[src/rtl/scan_pkg.sv]
// Shared constants and state encoding for the digit scan transmitter.
package scan_pkg;

    localparam int unsigned NDIG = 9;
    localparam int unsigned DW   = 5;
    localparam int unsigned IDXW = 4;

    // Code sent in place of a suppressed leading zero.
    localparam logic [DW-1:0] BLANK = '1;

    typedef enum logic [1:0] {
        IDLE,
        SNAP,
        SEND,
        GAP
    } state_e;

endpackage

[src/rtl/digit_scan_tx_if.sv]
// Digit scan port bundle.
// The master side is the transmitter; the slave side is the counter and pin mapping.
interface digit_scan_tx_if #(
    parameter int unsigned NDIG = scan_pkg::NDIG,
    parameter int unsigned DW   = scan_pkg::DW,
    parameter int unsigned IDXW = scan_pkg::IDXW
);

    logic [NDIG*DW-1:0] digits_i;
    logic               start_i;
    logic               ready_i;
    logic [DW-1:0]      dig_o;
    logic [IDXW-1:0]    idx_o;
    logic               vld_o;
    logic               sof_o;
    logic               eof_o;
    logic               busy_o;

    modport master (
        input  digits_i, start_i, ready_i,
        output dig_o, idx_o, vld_o, sof_o, eof_o, busy_o
    );

    modport slave (
        output digits_i, start_i, ready_i,
        input  dig_o, idx_o, vld_o, sof_o, eof_o, busy_o
    );

endinterface

[src/rtl/digit_blank.sv]
// Leading-zero mask over a packed digit word.
// Used only when LEAD_ZERO_BLANK_EN is defined.
// Digit 0 is never blanked. A digit counts as zero when its low 4 bits are 0.
module digit_blank
    import scan_pkg::*;
#(
    parameter int unsigned NDIG = scan_pkg::NDIG,
    parameter int unsigned DW   = scan_pkg::DW
) (
    input  logic [NDIG*DW-1:0] shadow_i,
    output logic [NDIG-1:0]    blank_o
);

    logic        run;
    int unsigned pos;

    // Walk from the MSD down; the run breaks at the first non-zero digit.
    always_comb begin
        blank_o = '0;
        run     = 1'b1;
        pos     = 0;
        for (int unsigned k = 0; k < NDIG - 1; k++) begin
            pos          = NDIG - 1 - k;
            run          = run & (shadow_i[pos*DW +: 4] == 4'h0);
            blank_o[pos] = run;
        end
    end

endmodule

[src/rtl/digit_scan_tx.sv]
// Digit scan transmitter.
// Snapshots the packed digit bus and sends one digit per valid/ready transfer.
// Digits go out most-significant first.
// Optional macro LEAD_ZERO_BLANK_EN replaces leading zero digits with BLANK.
module digit_scan_tx
    import scan_pkg::*;
#(
    parameter int unsigned NDIG = scan_pkg::NDIG,
    parameter int unsigned DW   = scan_pkg::DW,
    parameter int unsigned GAP  = 2,
    parameter int unsigned AUTO = 0
) (
    input logic             CLK,
    input logic             RST,
    digit_scan_tx_if.master bus
);

    localparam int unsigned GW = (GAP > 1) ? $clog2(GAP) : 1;

    // The GAP parameter hides the imported enum literal, so the state is package-qualified.
    state_e             state_q, state_d;
    logic [NDIG*DW-1:0] shadow_q, shadow_d;
    logic [IDXW-1:0]    idx_q, idx_d;
    logic [GW-1:0]      gap_q, gap_d;
    logic [DW-1:0]      dig_q, dig_d;
    logic [IDXW-1:0]    idxo_q, idxo_d;
    logic               vld_q, vld_d;
    logic               sof_q, sof_d;
    logic               eof_q, eof_d;
    logic               busy_q, busy_d;
    logic [NDIG-1:0]    blank;

`ifdef LEAD_ZERO_BLANK_EN
    // The mask sees the value the shadow register is about to hold,
    // so the registered first digit is already blanked.
    digit_blank #(.NDIG(NDIG), .DW(DW)) u_blank (
        .shadow_i (shadow_d),
        .blank_o  (blank)
    );
`else
    assign blank = '0;
`endif

    // Frame sequencing: snapshot, send with optional gaps, then idle or re-snapshot.
    always_comb begin
        state_d  = state_q;
        shadow_d = shadow_q;
        idx_d    = idx_q;
        gap_d    = gap_q;
        case (state_q)
            IDLE: begin
                if (bus.start_i) state_d = SNAP;
            end
            SNAP: begin
                shadow_d = bus.digits_i;
                idx_d    = IDXW'(NDIG - 1);
                state_d  = SEND;
            end
            SEND: begin
                if (bus.ready_i) begin
                    if (idx_q != '0) begin
                        idx_d = idx_q - 1'b1;
                        if (GAP > 0) begin
                            state_d = scan_pkg::GAP;
                            gap_d   = '0;
                        end
                    end else begin
                        state_d = (AUTO != 0) ? SNAP : IDLE;
                    end
                end
            end
            scan_pkg::GAP: begin
                if (gap_q == GW'(GAP - 1)) state_d = SEND;
                else                       gap_d   = gap_q + 1'b1;
            end
            default: state_d = IDLE;
        endcase
    end

    // Outputs are computed from the next state so they leave directly from flops.
    always_comb begin
        dig_d  = '0;
        idxo_d = '0;
        vld_d  = 1'b0;
        sof_d  = 1'b0;
        eof_d  = 1'b0;
        busy_d = (state_d != IDLE);
        if (state_d == SEND) begin
            vld_d  = 1'b1;
            idxo_d = idx_d;
            sof_d  = (idx_d == IDXW'(NDIG - 1));
            eof_d  = (idx_d == '0);
            for (int unsigned i = 0; i < NDIG; i++) begin
                if (idx_d == IDXW'(i)) dig_d = blank[i] ? BLANK : shadow_d[i*DW +: DW];
            end
        end
    end

    // State and output registers, cleared asynchronously.
    always_ff @(posedge CLK or posedge RST) begin
        if (RST) begin
            state_q  <= IDLE;
            shadow_q <= '0;
            idx_q    <= '0;
            gap_q    <= '0;
            dig_q    <= '0;
            idxo_q   <= '0;
            vld_q    <= 1'b0;
            sof_q    <= 1'b0;
            eof_q    <= 1'b0;
            busy_q   <= 1'b0;
        end else begin
            state_q  <= state_d;
            shadow_q <= shadow_d;
            idx_q    <= idx_d;
            gap_q    <= gap_d;
            dig_q    <= dig_d;
            idxo_q   <= idxo_d;
            vld_q    <= vld_d;
            sof_q    <= sof_d;
            eof_q    <= eof_d;
            busy_q   <= busy_d;
        end
    end

    assign bus.dig_o  = dig_q;
    assign bus.idx_o  = idxo_q;
    assign bus.vld_o  = vld_q;
    assign bus.sof_o  = sof_q;
    assign bus.eof_o  = eof_q;
    assign bus.busy_o = busy_q;

endmodule

[src/flat_wrapper.sv]
// flat-port wrapper written by rule: the top's interface ports become plain ports
module digit_scan_tx_flat import scan_pkg::*;
#(
    parameter int unsigned NDIG = scan_pkg::NDIG,
    parameter int unsigned DW   = scan_pkg::DW,
    parameter int unsigned GAP  = 2,
    parameter int unsigned AUTO = 0
)
  (CLK, RST, bus_digits_i, bus_start_i, bus_ready_i, bus_dig_o, bus_idx_o, bus_vld_o, bus_sof_o, bus_eof_o, bus_busy_o);
  digit_scan_tx_if #(.NDIG(NDIG), .DW(DW)) bus_i ();
  input logic CLK;
  input logic RST;
  input wire logic [$bits(bus_i.digits_i)-1:0] bus_digits_i;
  input wire logic [$bits(bus_i.start_i)-1:0] bus_start_i;
  input wire logic [$bits(bus_i.ready_i)-1:0] bus_ready_i;
  output wire logic [$bits(bus_i.dig_o)-1:0] bus_dig_o;
  output wire logic [$bits(bus_i.idx_o)-1:0] bus_idx_o;
  output wire logic [$bits(bus_i.vld_o)-1:0] bus_vld_o;
  output wire logic [$bits(bus_i.sof_o)-1:0] bus_sof_o;
  output wire logic [$bits(bus_i.eof_o)-1:0] bus_eof_o;
  output wire logic [$bits(bus_i.busy_o)-1:0] bus_busy_o;
  assign bus_i.digits_i = bus_digits_i;
  assign bus_i.start_i = bus_start_i;
  assign bus_i.ready_i = bus_ready_i;
  assign bus_dig_o = bus_i.dig_o;
  assign bus_idx_o = bus_i.idx_o;
  assign bus_vld_o = bus_i.vld_o;
  assign bus_sof_o = bus_i.sof_o;
  assign bus_eof_o = bus_i.eof_o;
  assign bus_busy_o = bus_i.busy_o;
  digit_scan_tx #(.NDIG(NDIG), .DW(DW), .GAP(GAP), .AUTO(AUTO)) u_core (.CLK(CLK), .RST(RST), .bus(bus_i));
endmodule
[config.mk]
export PLATFORM = sky130hd
export DESIGN_NAME = digit_scan_tx_flat
export DESIGN_NICKNAME = d
export VERILOG_FILES = /design/src/rtl/scan_pkg.sv /design/src/rtl/digit_scan_tx_if.sv /design/src/rtl/digit_blank.sv /design/src/rtl/digit_scan_tx.sv /design/src/flat_wrapper.sv
export SDC_FILE = /design/constraint.sdc
export NUM_CORES = 1
export LEC_CHECK = 0
export CAP_MARGIN = 15
export CORE_ASPECT_RATIO = 0.9
export CORE_MARGIN = 2
export CORE_UTILIZATION = 50
export CTS_BUF_LIST = sky130_fd_sc_hd__clkbuf_8 sky130_fd_sc_hd__clkbuf_16
export DETAILED_ROUTE_END_ITERATION = 10
export PLACE_DENSITY = 0.77
export SLEW_MARGIN = 20
export SYNTH_ARGS = -nofsm -noshare
export SYNTH_HDL_FRONTEND = slang
export SYNTH_SLANG_ARGS = --single-unit
[constraint.sdc]
create_clock -name CLK -period 2.9 [get_ports CLK]
set_input_delay 0.58 -clock CLK [delete_from_list [all_inputs] [get_ports CLK]]
set_output_delay 0.58 -clock CLK [all_outputs]
set_load 0.02 [all_outputs]
Yosys cells after proc, flatten, opt, wreduce, memory -nomap -nowiden. Cells that the tools add are included. Widths: inputs -> output; s select.

Bits in registers: 65. Bits of input ports: 49.

$add $sub $neg: 2. Equality and inequality tests: 14. Mux-type cells: 27. Reduce and logical (&&, ||, !) cells: 6.

Operator list (number): $mux 5 (10); $mux 45 (1); $eq 4x3->1 const B (4); $mux 4 (3); $eq 4x2->1 const B (2); $mux 2 (4); $pmux 2 s4 (1); $pmux 4 s2 (1); $eq 2x2->1 const B (3); $mux 1 (6); $eq 4x1->1 const B (1); $eq 4x4->1 const B (1); $logic_not 4->1 (1); $reduce_bool 2->1 (2); $reduce_bool 4->1 (1); $sub 4x1->4 const B (1); $reduce_and 3->1 (1); $eq 2x1->1 const B (1); $logic_not 2->1 (1); $ne 2x1->1 const B (1); $ne 2x2->1 const B (1); $pmux 1 s2 (1); $add 1x1->1 const B (1).

Depth between registers and ports, before layout.
Word-level depth: 15. Mapped depth: 10. Depth with buffers taken out: 9.

Least setup slack after synthesis. OpenSTA, ideal clock, no wires.

Path type: register to register. From: register u_core.idx_q[0]. To: register u_core.dig_q[0], in the netlist u_core.bus.dig_o[0]. Arrival time: 2.169 ns. Data required time: 2.771 ns. Setup slack: 0.602 ns. Stages on the path, launching flop included: 10. Path buffers: 1. Period minus slack after synthesis: 2.298 ns. Cells stage by stage: dfrtp_1 > buf_6 > inv_1 > ha_1 > or3b_4 > a311oi_2 > nor2_1 > nor2_1 > a221o_2 > o31ai_1.

Cells in the longest elaborated chain, start to end: 15.

Ends and longest elaborated chain: start: declaration (line digit_scan_tx.sv:23) `logic [IDXW-1:0] idx_q, idx_d;`; start signal: assignment (line digit_scan_tx.sv:115) `idx_q <= idx_d;`; $sub 4x1->4 / $reduce_bool 4->1 (equally long branches) (line digit_scan_tx.sv:62, digit_scan_tx.sv:61); $mux 4 (line digit_scan_tx.sv:61) `if (idx_q != '0) begin`; $mux 4 (line digit_scan_tx.sv:60) `if (bus.ready_i) begin`; $pmux 4 s2 (line digit_scan_tx.sv:50) `case (state_q)`; $logic_not 4->1 (line digit_scan_tx.sv:94) `if (idx_d == IDXW'(i)) dig_d = blank[i] ? BLANK : shadow_d[i*DW +: DW];`; $mux 5 (9 in series) (line digit_scan_tx.sv:94); $mux 5 * (line digit_scan_tx.sv:88) `if (state_d == SEND) begin`; named net u_core.dig_d[0] (line digit_scan_tx.sv:25) `logic [DW-1:0] dig_q, dig_d;`; end signal: assignment (line digit_scan_tx.sv:117) `dig_q <= dig_d;`; end: declaration (line digit_scan_tx.sv:25).

The timed path passes the listed nets; every way through them passes the cells marked *. A chain may end at the register's enable or synchronous reset.

Worst setup path in the final report.
From: register u_core.idx_q[1]. To: register u_core.dig_q[4], in the netlist u_core.bus.dig_o[4].

The elaborated chain is that of the path after synthesis.

==> impl_metrics.toml <==
[pwr]
pwr-share-clk_pct = 14.0
p_sw_mw = 1.80
total_leakage_power_nw = 1.70
vdd_drop_max_mv = 0.723
pwr-share-comb_pct = 54.2
netSwitchingFraction_pct = 39.4
power_density_nw_per_um2 = 1100
power.total_mw = 4.57
seq_power_share_pct = 31.9
internal_power_mw = 2.77

[sta]
relSlewSlack_pct = 61.1
tns_ns = 0
fin_crit_ns = 2.64
worst_slack_ns = 0.258
rsz0062_at_grt = "no"
worst_pin_slew_ns = 0.582
clock.fmax_mhz = 379
setup_viol = 0
period_share_pct = 91.1
slew_viol_final = 0
hold_violations = 0
timing.clock.skew_ns = 0.0112

[routing]
vias = 2342
drtIter0Drc = 112
post_drt_wl_per_cell_um = 16.7
dr.pass1.iters = 4
wl_mm = 7.17
drc_errors = 0
viasPerCell = 5.46
ant_nets = 0

[cells_and_area]
antennaDiodeCount = 0
nets = 391
fillers = 486
multi_input_area_um2 = 1490
final_common_cell = "dfrtp_1"
areaGrowthSynthToFinish_pct = 29.2
utilization_pct = 67.5
drive_gt1_share_pct = 29.2
mostFrequentLayoutCells = "dfrtp_1 (65), clkdlybuf4s50_1 (61), mux2_2 (44)"
seq_area_um2 = 1630

[global_routing]
track_usage_pct = 22.2
top_usage_layer = "met2"
grt_pass1_vias = 2367
grt_use_met1_pct = 31.1
grtUsageMet3_pct = 5.86
met2_usage_pct = 34.7
grt_pass1_wl_mm = 11.9
antenna_found_initial = 0
grt.overflow.total = 0
grt_start_max_net_pins = 40

[setup_path]
critPathTopFamily = "compound AO/OA/AOI/OAI gates"
cp.arrival_ns = 2.85
crit_slowest_cell = "dfrtp_1"
start_kind = "flip-flop"
cp_max_fo = 6
r2r_start = "u_core.idx_q[1]"
critPathRequiredTime_ns = 3.11
ff2ff_path_depth = 9
r2r-end = "u_core.bus.dig_o[4]"
path_class = "flip-flop to flip-flop"
cp_num_cells = 9
r2r_slack_ns = 0.26
path_cells = "inv_1 -> ha_1 -> or3b_4 -> a311oi_1 -> a2bb2oi_2 -> nor4b_2 -> buf_4 -> a32oi_1 -> o31ai_1"
cp.buffers_inverters = 2
max_stage_delay_ns = 0.47
end_kind = "flip-flop"
critical_path.startpoint = "u_core.idx_q[1]"

[place]
port_buffers = 61
pre_cts_slack_ns = 0.0678
gp_congestion = 0.875
hpwl_mm = 5.29

[logic_synthesis]
syn_area_per_cell_um2 = 12.4
syn_nets = 315
synthFlopType = "dfrtp_1"
ys_types = 54
synth_edf_count = 0
postSynthCellCount = 261
async_reset_ff_share_pct = 100
seq_area_frac_synth_pct = 50.4
yosys_register_bits = 65
synthesis.area_um2 = 3230
ys_warn_count = 0

[floorplan]
ioPinCount = 62
core_um2 = 6180
start_util_pct = 52.2
die_y_um = 80.2
row_count = 27
die_w_um = 88.7
die_area_um2 = 7120

[cts]
clk_pin_slew_ns = 0.08
cts_buffers = 9
clk_latency_ns = 0.34
cts.sinks = 65
cts_tree = "built"
hold_buffers = 0
cts_root_buf = "clkbuf_8"
cts_buffer_depth = 2
h-tree-depth = 3

[run_status]
status = "complete, no violations"

[hold_path]
min_from = "u_core.shadow_q[15]"
hold_depth = 1
hp-class = "flip-flop to flip-flop"
min_to = "u_core.shadow_q[15]"

[job]
cap_violations = 0
worst reg2reg max path, delay by kind of cell, from the launching register on:
kind / cells / cell delay [ns]
compound gates: 4 / 0.93
simple gates: 2 / 0.55
flops: 1 / 0.47
buf+inv: 2 / 0.30
fa+ha+maj: 1 / 0.27
kinds of logic (layout without fill, tap and decap cells):
logic type      Yosys count  after routing  share of synthesized area, %
compound gates           58             58                          13.4
fa+ha+maj                 5              5                          1.94
buf+inv                  23            104                          3.72
flops                    65             65                          50.4
mux                      49             49                          16.9
simple gates             61             61                          13.7
power groups by stage:
stage	sequential (mW)	clock [mW]	combinational (mW)
6_report	1.46	0.639	2.48
5_1_grt	1.50	0.703	2.69
4_1_cts	1.46	0.655	2.47
3_5_place_dp	1.48	0	2.45
3_3_place_gp	1.46	0	2.40
2_1_floorplan	1.48	0	1.77
worst max path at each step:
| stage | end | slack (ns) |
|---|---|---|
| after floorplan | u_core.bus.dig_o[0] | 0.60 |
| after global placement | u_core.bus.dig_o[1] | 0.15 |
| after detailed placement | u_core.bus.dig_o[0] | 0.07 |
| after CTS | u_core.bus.dig_o[1] | 0.20 |
| after global routing | u_core.bus.dig_o[0] | 0.07 |
| final | u_core.bus.dig_o[4] | 0.26 |
registers in the layout, summed over array words and instances (netlist names):
name / flops
u_core.bus.vld_o: 1
u_core.bus.dig_o: 5
u_core.gap_q: 1
u_core.bus.eof_o: 1
u_core.shadow_q: 45
u_core.state_q: 2
u_core.idx_q: 4
u_core.bus.idx_o: 4
u_core.bus.busy_o: 1
u_core.bus.sof_o: 1
per-layer routing:
metal | vias up | part of all wire, %
li1 | 1126 | -
met1 | 1117 | 46
met2 | 91 | 46
met3 | 8 | 6.5
met4 | 0 | 0.85
met5 | - | 0
stage by stage:
stage / instances / instance area (µm²) / hold slack (ns)
2_1_floorplan: 261 / 3230 / 0.466
3_3_place_gp: 413 / 4010 / 0.477
3_5_place_dp: 413 / 4010 / 0.482
4_1_cts: 429 / 4170 / 0.498
5_1_grt: 429 / 4170 / 0.507
6_report: 429 / 4170 / 0.496
area by class of cell:
cell class	instances	area share (%)
clock inverter	7	0.930
clock buffer	9	2.97
sequential	65	39.0
tap	87	2.61
timing repair buffer	77	17.8
multi-input combinational	173	35.7
inverter	11	1.05
repair_timing:
item | 4_1_cts | 5_1_grt
setup buffers | 0 | 0
resized for setup | 0 | 1
setup endpoints to repair | 0 | 3
Yosys cell counts, types with 6 or more instances:
library cell,instances,area (µm²)
o31ai_1,6,45.0
nor2_1,11,41.3
nand2b_1,8,50.1
mux2_2,44,495
buf_2,7,35.0
nand3_1,6,30.0
o21ai_0,15,75.1
inv_1,9,33.8
nand2_1,6,22.5
dfrtp_1,65,1630
Note: power is estimated with default switching activity, not from simulation.
